$ cat src/rtl/branch_predictor_pkg.sv
// rtl/branch_predictor_pkg.sv - shared constants and saturating-counter helpers for the branch predictor
package branch_predictor_pkg;

    localparam int BP_MODE_BIMODAL = 0;
    localparam int BP_MODE_GSHARE  = 1;

    // Largest value a w-bit counter can hold
    function automatic int ctr_max(input int w);
        return (1 << w) - 1;
    endfunction

    // Increment, sticking at the top value
    function automatic int ctr_inc_sat(input int v, input int w);
        return (v >= ctr_max(w)) ? v : v + 1;
    endfunction

    // Decrement, sticking at zero
    function automatic int ctr_dec_sat(input int v);
        return (v <= 0) ? 0 : v - 1;
    endfunction

    // Weakly-not-taken: just below the taken threshold
    function automatic int ctr_weak_nt(input int w);
        return (1 << (w - 1)) - 1;
    endfunction

    // Weakly-taken: the taken threshold itself
    function automatic int ctr_weak_t(input int w);
        return 1 << (w - 1);
    endfunction

endpackage

$ cat src/rtl/bp_counter_table.sv
// rtl/bp_counter_table.sv - direction counter array with async read and saturating write
module bp_counter_table
    import branch_predictor_pkg::*;
#(
    parameter int ENTRIES   = 64,
    parameter int CTR_WIDTH = 2,
    parameter int IDX_W     = $clog2(ENTRIES)
) (
    input  logic                 clk,
    input  logic                 rst,
    input  logic [IDX_W-1:0]     rd_idx,
    output logic [CTR_WIDTH-1:0] rd_ctr,
    input  logic                 wr_en,
    input  logic [IDX_W-1:0]     wr_idx,
    input  logic                 wr_taken
);

    localparam logic [CTR_WIDTH-1:0] WEAK_NT = CTR_WIDTH'(ctr_weak_nt(CTR_WIDTH));

    logic [CTR_WIDTH-1:0] ctr [ENTRIES];
    logic [CTR_WIDTH-1:0] wr_val;

    // Read port sees the registered value, so a same-cycle write is invisible (read-old)
    assign rd_ctr = ctr[rd_idx];

    // Next value of the entry being trained, saturating at both ends
    always_comb begin
        wr_val = ctr[wr_idx];
        if (wr_taken) begin
            wr_val = CTR_WIDTH'(ctr_inc_sat(int'(ctr[wr_idx]), CTR_WIDTH));
        end else begin
            wr_val = CTR_WIDTH'(ctr_dec_sat(int'(ctr[wr_idx])));
        end
    end

    // Counter storage; reset puts every entry at weakly-not-taken
    always_ff @(posedge clk or negedge rst) begin
        if (!rst) begin
            for (int i = 0; i < ENTRIES; i++) begin
                ctr[i] <= WEAK_NT;
            end
        end else if (wr_en) begin
            ctr[wr_idx] <= wr_val;
        end
    end

endmodule

$ cat src/rtl/branch_predictor.sv
// rtl/branch_predictor.sv - bimodal/gshare direction predictor with a direct-mapped tagged BTB
module branch_predictor
    import branch_predictor_pkg::*;
#(
    parameter int ADDR_WIDTH = 32,
    parameter int ENTRIES    = 64,
    parameter int CTR_WIDTH  = 2,
    parameter int TAG_WIDTH  = 8,
    parameter int MODE       = 0,
    parameter int IDX_W      = $clog2(ENTRIES)
) (
    input  logic                  clk,
    input  logic                  rst,
    input  logic                  lkValid,
    input  logic [ADDR_WIDTH-1:0] lkPc,
    output logic                  predTaken,
    output logic [ADDR_WIDTH-1:0] predTarget,
    output logic [IDX_W-1:0]      predGhr,
    input  logic                  updValid,
    input  logic [ADDR_WIDTH-1:0] updPc,
    input  logic [IDX_W-1:0]      updGhr,
    input  logic                  updTaken,
    input  logic [ADDR_WIDTH-1:0] updTarget,
    input  logic                  updMispredict
);

    logic [ENTRIES-1:0]    btb_valid;
    logic [TAG_WIDTH-1:0]  btb_tag [ENTRIES];
    logic [ADDR_WIDTH-1:0] btb_tgt [ENTRIES];

    logic [IDX_W-1:0]     ghr;
    logic [IDX_W-1:0]     lk_bi, lk_ci, upd_bi, upd_ci;
    logic [TAG_WIDTH-1:0] lk_tag, upd_tag;
    logic [CTR_WIDTH-1:0] lk_ctr;
    logic                 lk_hit;
    logic                 unused_bits;

    assign lk_bi   = lkPc[IDX_W-1:0];
    assign lk_tag  = lkPc[IDX_W+TAG_WIDTH-1:IDX_W];
    assign upd_bi  = updPc[IDX_W-1:0];
    assign upd_tag = updPc[IDX_W+TAG_WIDTH-1:IDX_W];

    // Lookup hashes with the live history; training uses the history the branch saw at fetch
    assign lk_ci  = lk_bi ^ ghr;
    assign upd_ci = upd_bi ^ ((MODE == BP_MODE_GSHARE) ? updGhr : '0);

    // High PC bits and, in bimodal mode, the history/mispredict inputs play no part
    assign unused_bits = ^{updPc, updGhr, updMispredict};

    bp_counter_table #(
        .ENTRIES   (ENTRIES),
        .CTR_WIDTH (CTR_WIDTH),
        .IDX_W     (IDX_W)
    ) u_ctr (
        .clk      (clk),
        .rst      (rst),
        .rd_idx   (lk_ci),
        .rd_ctr   (lk_ctr),
        .wr_en    (updValid),
        .wr_idx   (upd_ci),
        .wr_taken (updTaken)
    );

    // Combinational prediction; BTB valid bits are cleared under reset so no hit can leak out
    always_comb begin
        lk_hit     = btb_valid[lk_bi] && (btb_tag[lk_bi] == lk_tag);
        predTaken  = lkValid && lk_hit && lk_ctr[CTR_WIDTH-1];
        predTarget = predTaken ? btb_tgt[lk_bi] : lkPc + ADDR_WIDTH'(1);
        predGhr    = ghr;
    end

    // BTB valid bits: allocate on every resolved taken branch, cleared by reset
    always_ff @(posedge clk or negedge rst) begin
        if (!rst) begin
            btb_valid <= '0;
        end else if (updValid && updTaken) begin
            btb_valid[upd_bi] <= 1'b1;
        end
    end

    // BTB tag/target payload; only meaningful where the valid bit is set
    always_ff @(posedge clk) begin
        if (rst && updValid && updTaken) begin
            btb_tag[upd_bi] <= upd_tag;
            btb_tgt[upd_bi] <= updTarget;
        end
    end

    generate
        if (MODE == BP_MODE_GSHARE) begin : g_ghr
            // History: recovery on mispredict beats the speculative shift of a flushed fetch
            always_ff @(posedge clk or negedge rst) begin
                if (!rst) begin
                    ghr <= '0;
                end else if (updValid && updMispredict) begin
                    ghr <= {updGhr[IDX_W-2:0], updTaken};
                end else if (lkValid && lk_hit) begin
                    ghr <= {ghr[IDX_W-2:0], predTaken};
                end
            end
        end else begin : g_no_ghr
            assign ghr = '0;
        end
    endgenerate

endmodule
$ cat config.mk
export PLATFORM = sky130hd
export DESIGN_NAME = branch_predictor
export DESIGN_NICKNAME = d
export VERILOG_FILES = /design/src/rtl/branch_predictor_pkg.sv /design/src/rtl/bp_counter_table.sv /design/src/rtl/branch_predictor.sv
export SDC_FILE = /design/constraint.sdc
export NUM_CORES = 2
export LEC_CHECK = 0
export BUFFER_PORTS_ARGS = -buffer_cell sky130_fd_sc_hd__buf_2
export CAP_MARGIN = 20
export CORE_AREA = 10 10 668 670
export CTS_BUF_LIST = sky130_fd_sc_hd__clkbuf_4
export DETAILED_ROUTE_END_ITERATION = 8
export DIE_AREA = 0 0 678 680
export PLACE_DENSITY_LB_ADDON = 0.12
export SLEW_MARGIN = 20
export SYNTH_ARGS = -nofsm -noshare
export SYNTH_HDL_FRONTEND = slang
export SYNTH_SLANG_ARGS = --single-unit
$ cat constraint.sdc
create_clock -name clk -period 6.6 [get_ports clk]
set_input_delay 0 -clock clk [delete_from_list [all_inputs] [get_ports clk]]
set_output_delay 0 -clock clk [all_outputs]
set_load 0.01 [all_outputs]
* Word level (Yosys, flattened, before mapping)
Memory sizes are Yosys's and may differ from the RTL's.
Cells that the tools add are included.
** Operators by class
- $add $sub $neg :: 3
- $lt $le $gt $ge :: 8
- Equality and inequality tests :: 1
- Mux-type cells :: 19
- Bitwise logic cells :: 3
- Reductions and logical operators :: 8
** Operators with widths (number)
- bitwise mux 128 bit :: 1
- OR 64 bit :: 1
- adder 32 x 1 -> 32 bit (second input constant) :: 1
- two-way mux 32 bit :: 1
- binary-select mux 2 bit (select 6 bit) :: 2
- two-way mux 2 bit :: 8
- >= comparator 7 bit (second input constant) :: 2
- less-than comparator 6 x 7 -> 1 bit (second input constant) :: 2
- inverter 6 -> 7 bit :: 2
- demux 2 bit (select 6 bit) :: 1
- == test 8 bit :: 1
- logical AND 1 bit :: 8
- less-than comparator 7 x 1 -> 1 bit (second input constant) :: 1
- binary-select mux 1 bit (select 6 bit) :: 1
- demux 1 bit (select 6 bit) :: 1
- >= comparator 6 x 1 -> 1 bit (second input constant) :: 1
- two-way mux 1 bit :: 4
- adder 2 x 1 -> 2 bit (second input constant) :: 1
- >= comparator 2 bit (second input constant) :: 1
- less-or-equal comparator 2 x 1 -> 1 bit (second input constant) :: 1
- subtractor 2 x 1 -> 2 bit (second input constant) :: 1
** Word-level totals
- Register bits after elaboration :: 192
- Memory bits (writable) :: 2560
- Output and inout port bits :: 39
- Memories kept :: 2
** Memories
- btb_tgt :: depth 64, width 32, read ports 1, clocked after memory_dff 0, write ports 1, line branch_predictor.sv:29 : logic [ADDR_WIDTH-1:0] btb_tgt [ENTRIES];
- btb_tag :: depth 64, width 8, read ports 1, clocked after memory_dff 0, write ports 1, line branch_predictor.sv:28 : logic [TAG_WIDTH-1:0] btb_tag [ENTRIES];

* Longest topological paths before layout
- Word-level depth :: 8
- Mapped depth :: 16
- Depth with buffers taken out :: 9

* Cells and area by module
Synthesis repeated with hierarchy kept, for this count alone.
** Unflattened totals
- Cell total of the unflattened synthesis :: 5286
- Area, all modules :: 111175.4 um2
** Modules (own cells, without submodules)
- branch_predictor :: times used 1, cells each 4189, area each 101569.9 um2, seq. area each 78475.3 um2
- bp_counter_table :: times used 1, cells each 1097, area each 9605.5 um2, seq. area each 3283.1 um2

* Least setup slack after synthesis
OpenSTA, ideal clock, no wires.
- Path type :: input -> register
- Start :: input updPc[2]
- End :: memory btb_tag[63][0], enable pin
- Library setup time :: 487 ps
- Arrival time :: 4102 ps
- Data required time :: 6113 ps
- Slack :: 2011 ps
- Stages on the path :: 7
- Path buffers :: 4
- Cells stage by stage :: clkbuf_1 > and3_1 > clkbuf_1 > clkbuf_1 > nand2_1 > clkbuf_1 > nor3_1
** RTL lines
- start: declaration :: line branch_predictor.sv:20 : input logic [ADDR_WIDTH-1:0] updPc,
- end: declaration :: line branch_predictor.sv:28
Straight into the memory's write port.

* Worst setup path after layout
- Start :: memory btb_tag[7][1]
- End :: output predTarget[28]
** On the way
- Word-level cells in the longest chain between the ends :: 6
** Ends and longest elaborated chain
- memory read (64 x 8 bit)
- == test 8 bit :: line branch_predictor.sv:66 : lk_hit = btb_valid[lk_bi] && (btb_tag[lk_bi] == lk_tag);
- logical AND 1 bit :: line branch_predictor.sv:66
- logical AND 1 bit (2 in a row) :: line branch_predictor.sv:67 : predTaken = lkValid && lk_hit && lk_ctr[CTR_WIDTH-1];
- two-way mux 32 bit :: line branch_predictor.sv:68 : predTarget = predTaken ? btb_tgt[lk_bi] : lkPc + ADDR_WIDTH'(1);
- end: declaration :: line branch_predictor.sv:17 : output logic [ADDR_WIDTH-1:0] predTarget,
No other way between the ends.

==> results.ini <==
[clocking]
clockBufferDepth = 4
cts-htree-levels = 6
cts-buffers-inserted = 756
cts_resized = 0
cts_setup_buffers = 0
cts_tree = done
cts-root-buf = clkbuf_4
clk_latency_ps = 1600
cts.clk_slew.worst_paths_ps = 60
clock_sinks = 2752

[final_layout]
fillers = 42600
drive_gt1_frac = 0.408
fin_cells = 12100
area_delta_synth_final_pct = 19.6
finalNetCount = 5895

[global_route]
grt.overflow.total = 0
grt_pass1_wl_um = 514000
antenna_found_initial = 27
grt_max_degree = 160
grt_usage = 0.160
grt_pass1_vias = 60700

[critical_path]
required_ps = 6600
worstSetupEndpointType = primary output
crit_path_top_delay_cell = nand4_4
reg2reg_from = u_ctr.ctr[109]$_DFFE_PN0P_
cpPeakStageDelay_ps = 640
r2r_cells = 8
critical_path_peak_fanout = 21
timing.rr.end = u_ctr.ctr[13]$_DFFE_PN0P_
r2r_setup_slack_ps = 3390
worst_setup_path_start_kind = flop
crit_arrival_ps = 5870
path_cells = mux4_2 > a32o_1 > a31oi_2 > nor2_1 > a221o_1 > or4_1 > nor3_2 > nand4_4 > buf_4 > mux2_4 > buf_2
path_class = flop to primary output

[die]
die-area_sq_um = 461000
rows = 242
die_w_um = 678
die_h_um = 680
boundaryPins = 147
core_area_sq_um = 433000
initial_core_util = 0.248

[synth]
syn_area_sq_um = 108000
ys_types = 69
synth-edff-count = 2560
ys.flop_type = edfxtp_1
synth_warnings = 0
yosys-top-cells-count = edfxtp_1 (2560), mux4_2 (788), nor2_1 (133)
synth.avg_cell_area_sq_um = 22.3
yosysMostFrequentCell = edfxtp_1
ys_top_cells_by_area = edfxtp_1 (71%), mux4_2 (16%), dfrtp_1 (3.0%)
async_reset_ff_frac = 0.0698
syn_inst = 4814
yosys.area.top_type = edfxtp_1
ys_ff_latch = 2752
synth_top_cell_area_share = 0.715
synth-seq-area-share = 0.760

[detailed_routing]
wl_per_cell_um = 31.2
antenna_left = 0
drc = 0
vias = 56200
viasPerCell = 4.64
first_pass_iters = 5
drt_iter0_markers = 4560
wl_um = 378000

[timing]
slew_headroom = 0.229
rsz0062_at_grt = false
hold_violations = 0
final.min_clock_period_ps = 5870
tightest_slew_ps = 1160
setup_violations = 0
clock_skew_ps = 94.0
setup-tns-final_ps = 0
report.final.slew_viol_count = 0
min_period_over_period = 0.889
timing.fmax_mhz = 170

[run]
cap_violations = 0

[placed_design]
dp_hpwl_um = 205000
io_buffers = 115
finalWeightedCongestion = 0.727
dp.cells = 10600

[pwr]
p_leak_nw = 41.5
powerDensity_nw_per_um2 = 289
irDropWorstVdd_mv = 0.163

[min_path]
hp-class = input port to flop
hold_path_depth = 4
holdPathEnd = btb_tag[7][2]$_DFFE_PP_
min_from = updPc[8]

[outcome]
status = finished clean

[power breakdown]
| group | switching, mW | internal, mW |
|---|---|---|
| registers | 0.116 | 19.3 |
| clock network | 7.33 | 8.25 |
| logic | 1.32 | 0.924 |
| total | 8.77 | 28.5 |
[metrics by stage]
step | total power [mW] | setup slack, ps | util | hold slack (ps) | area, sq um
CTS | 38.0 | 406 | 0.297 | 3.70 | 129000
floorplan | 21.0 | 2010 | - | -296 | 108000
detailed placement | 21.9 | 1490 | 0.269 | -57.9 | 116000
global route | 39.0 | 365 | 0.297 | 63.4 | 129000
finish | 37.3 | 734 | 0.297 | 176 | 129000
global placement | 21.9 | 1490 | 0.269 | -65.2 | 116000
[cells by family after synthesis]
| kind of cell | after synthesis | synth area share |
|---|---|---|
| AO/OA/AOI/OAI | 335 | 0.0217 |
| XOR/XNOR | 39 | 0.00317 |
| adder cells (fa/ha/maj) | 3 | 0.000302 |
| buffers and inverters | 284 | 0.0125 |
| flip-flops | 2752 | 0.760 |
| multiplexers | 965 | 0.184 |
| other | 1 | 0.0000349 |
| AND/OR/NAND/NOR | 435 | 0.0188 |
[registers in the layout, indices dropped and copies added, names as in the netlist]
name,cells
btb_tag,512
btb_valid,64
btb_tgt,2048
u_ctr.ctr,128
[how the worst max path moves through the flow]
stage | startpoint | cells past startpoint | endpoint | slack (ps)
2_1_floorplan | updPc[2] | 7 | btb_tag[63][0]$_DFFE_PP_ | 2010
3_3_place_gp | lkPc[2] | 12 | predTarget[29] | 1490
3_5_place_dp | lkPc[2] | 12 | predTarget[27] | 1490
4_1_cts | btb_tag[7][1]$_DFFE_PP_ | 11 | predTarget[27] | 410
5_1_grt | btb_tag[4][1]$_DFFE_PP_ | 11 | predTarget[27] | 370
6_report | btb_tag[7][1]$_DFFE_PP_ | 11 | predTarget[28] | 730
[worst max-delay path, delay by kind of cell (launching register included)]
family / cells / cell delay [ps]
buffers and inverters: 2 / 640
DFF: 1 / 360
AOI/OAI and AO/OA: 3 / 920
muxes: 2 / 820
and+or+nand+nor: 4 / 1500
[layer usage]
metal / share of wire / track usage
met1: 0.44 / 0.212
met3: 0.045 / 0.0272
met5: 0 / 0
met2: 0.49 / 0.269
met4: 0.024 / 0.0439
[cell type report]
class | count | area, sq um | share of cell area
Timing Repair Buffer | 485 | 5020 | 0.0390
Multi-Input combinational cell | 1783 | 24900 | 0.194
Sequential cell | 2752 | 81800 | 0.635
Clock buffer | 1154 | 8660 | 0.0673
Inverter | 8 | 32.5 | 0.000253
Antenna cell | 23 | 57.6 | 0.000447
Clock inverter | 180 | 1070 | 0.00830
Tap cell | 5734 | 7170 | 0.0557
[timing repair]
action | CTS | global route
hold buffers | 183 | 0
setup endpoints to repair | 0 | 0
endpoints found under the hold margin | 5316 | 0
[placed cells by master, fill, tap and decap left out, types with 72 or more instances in the layout]
| master | instances |
|---|---|
| mux2i_1 | 76 |
| dfrtp_1 | 128 |
| nand2_1 | 123 |
| buf_4 | 147 |
| clkinv_1 | 122 |
| mux4_2 | 788 |
| nor2_1 | 100 |
| clkbuf_4 | 1154 |
| dlygate4sd3_1 | 142 |
| mux2_2 | 72 |
| buf_2 | 110 |
| edfxtp_1 | 2560 |
(Power assumes the default switching activity.)
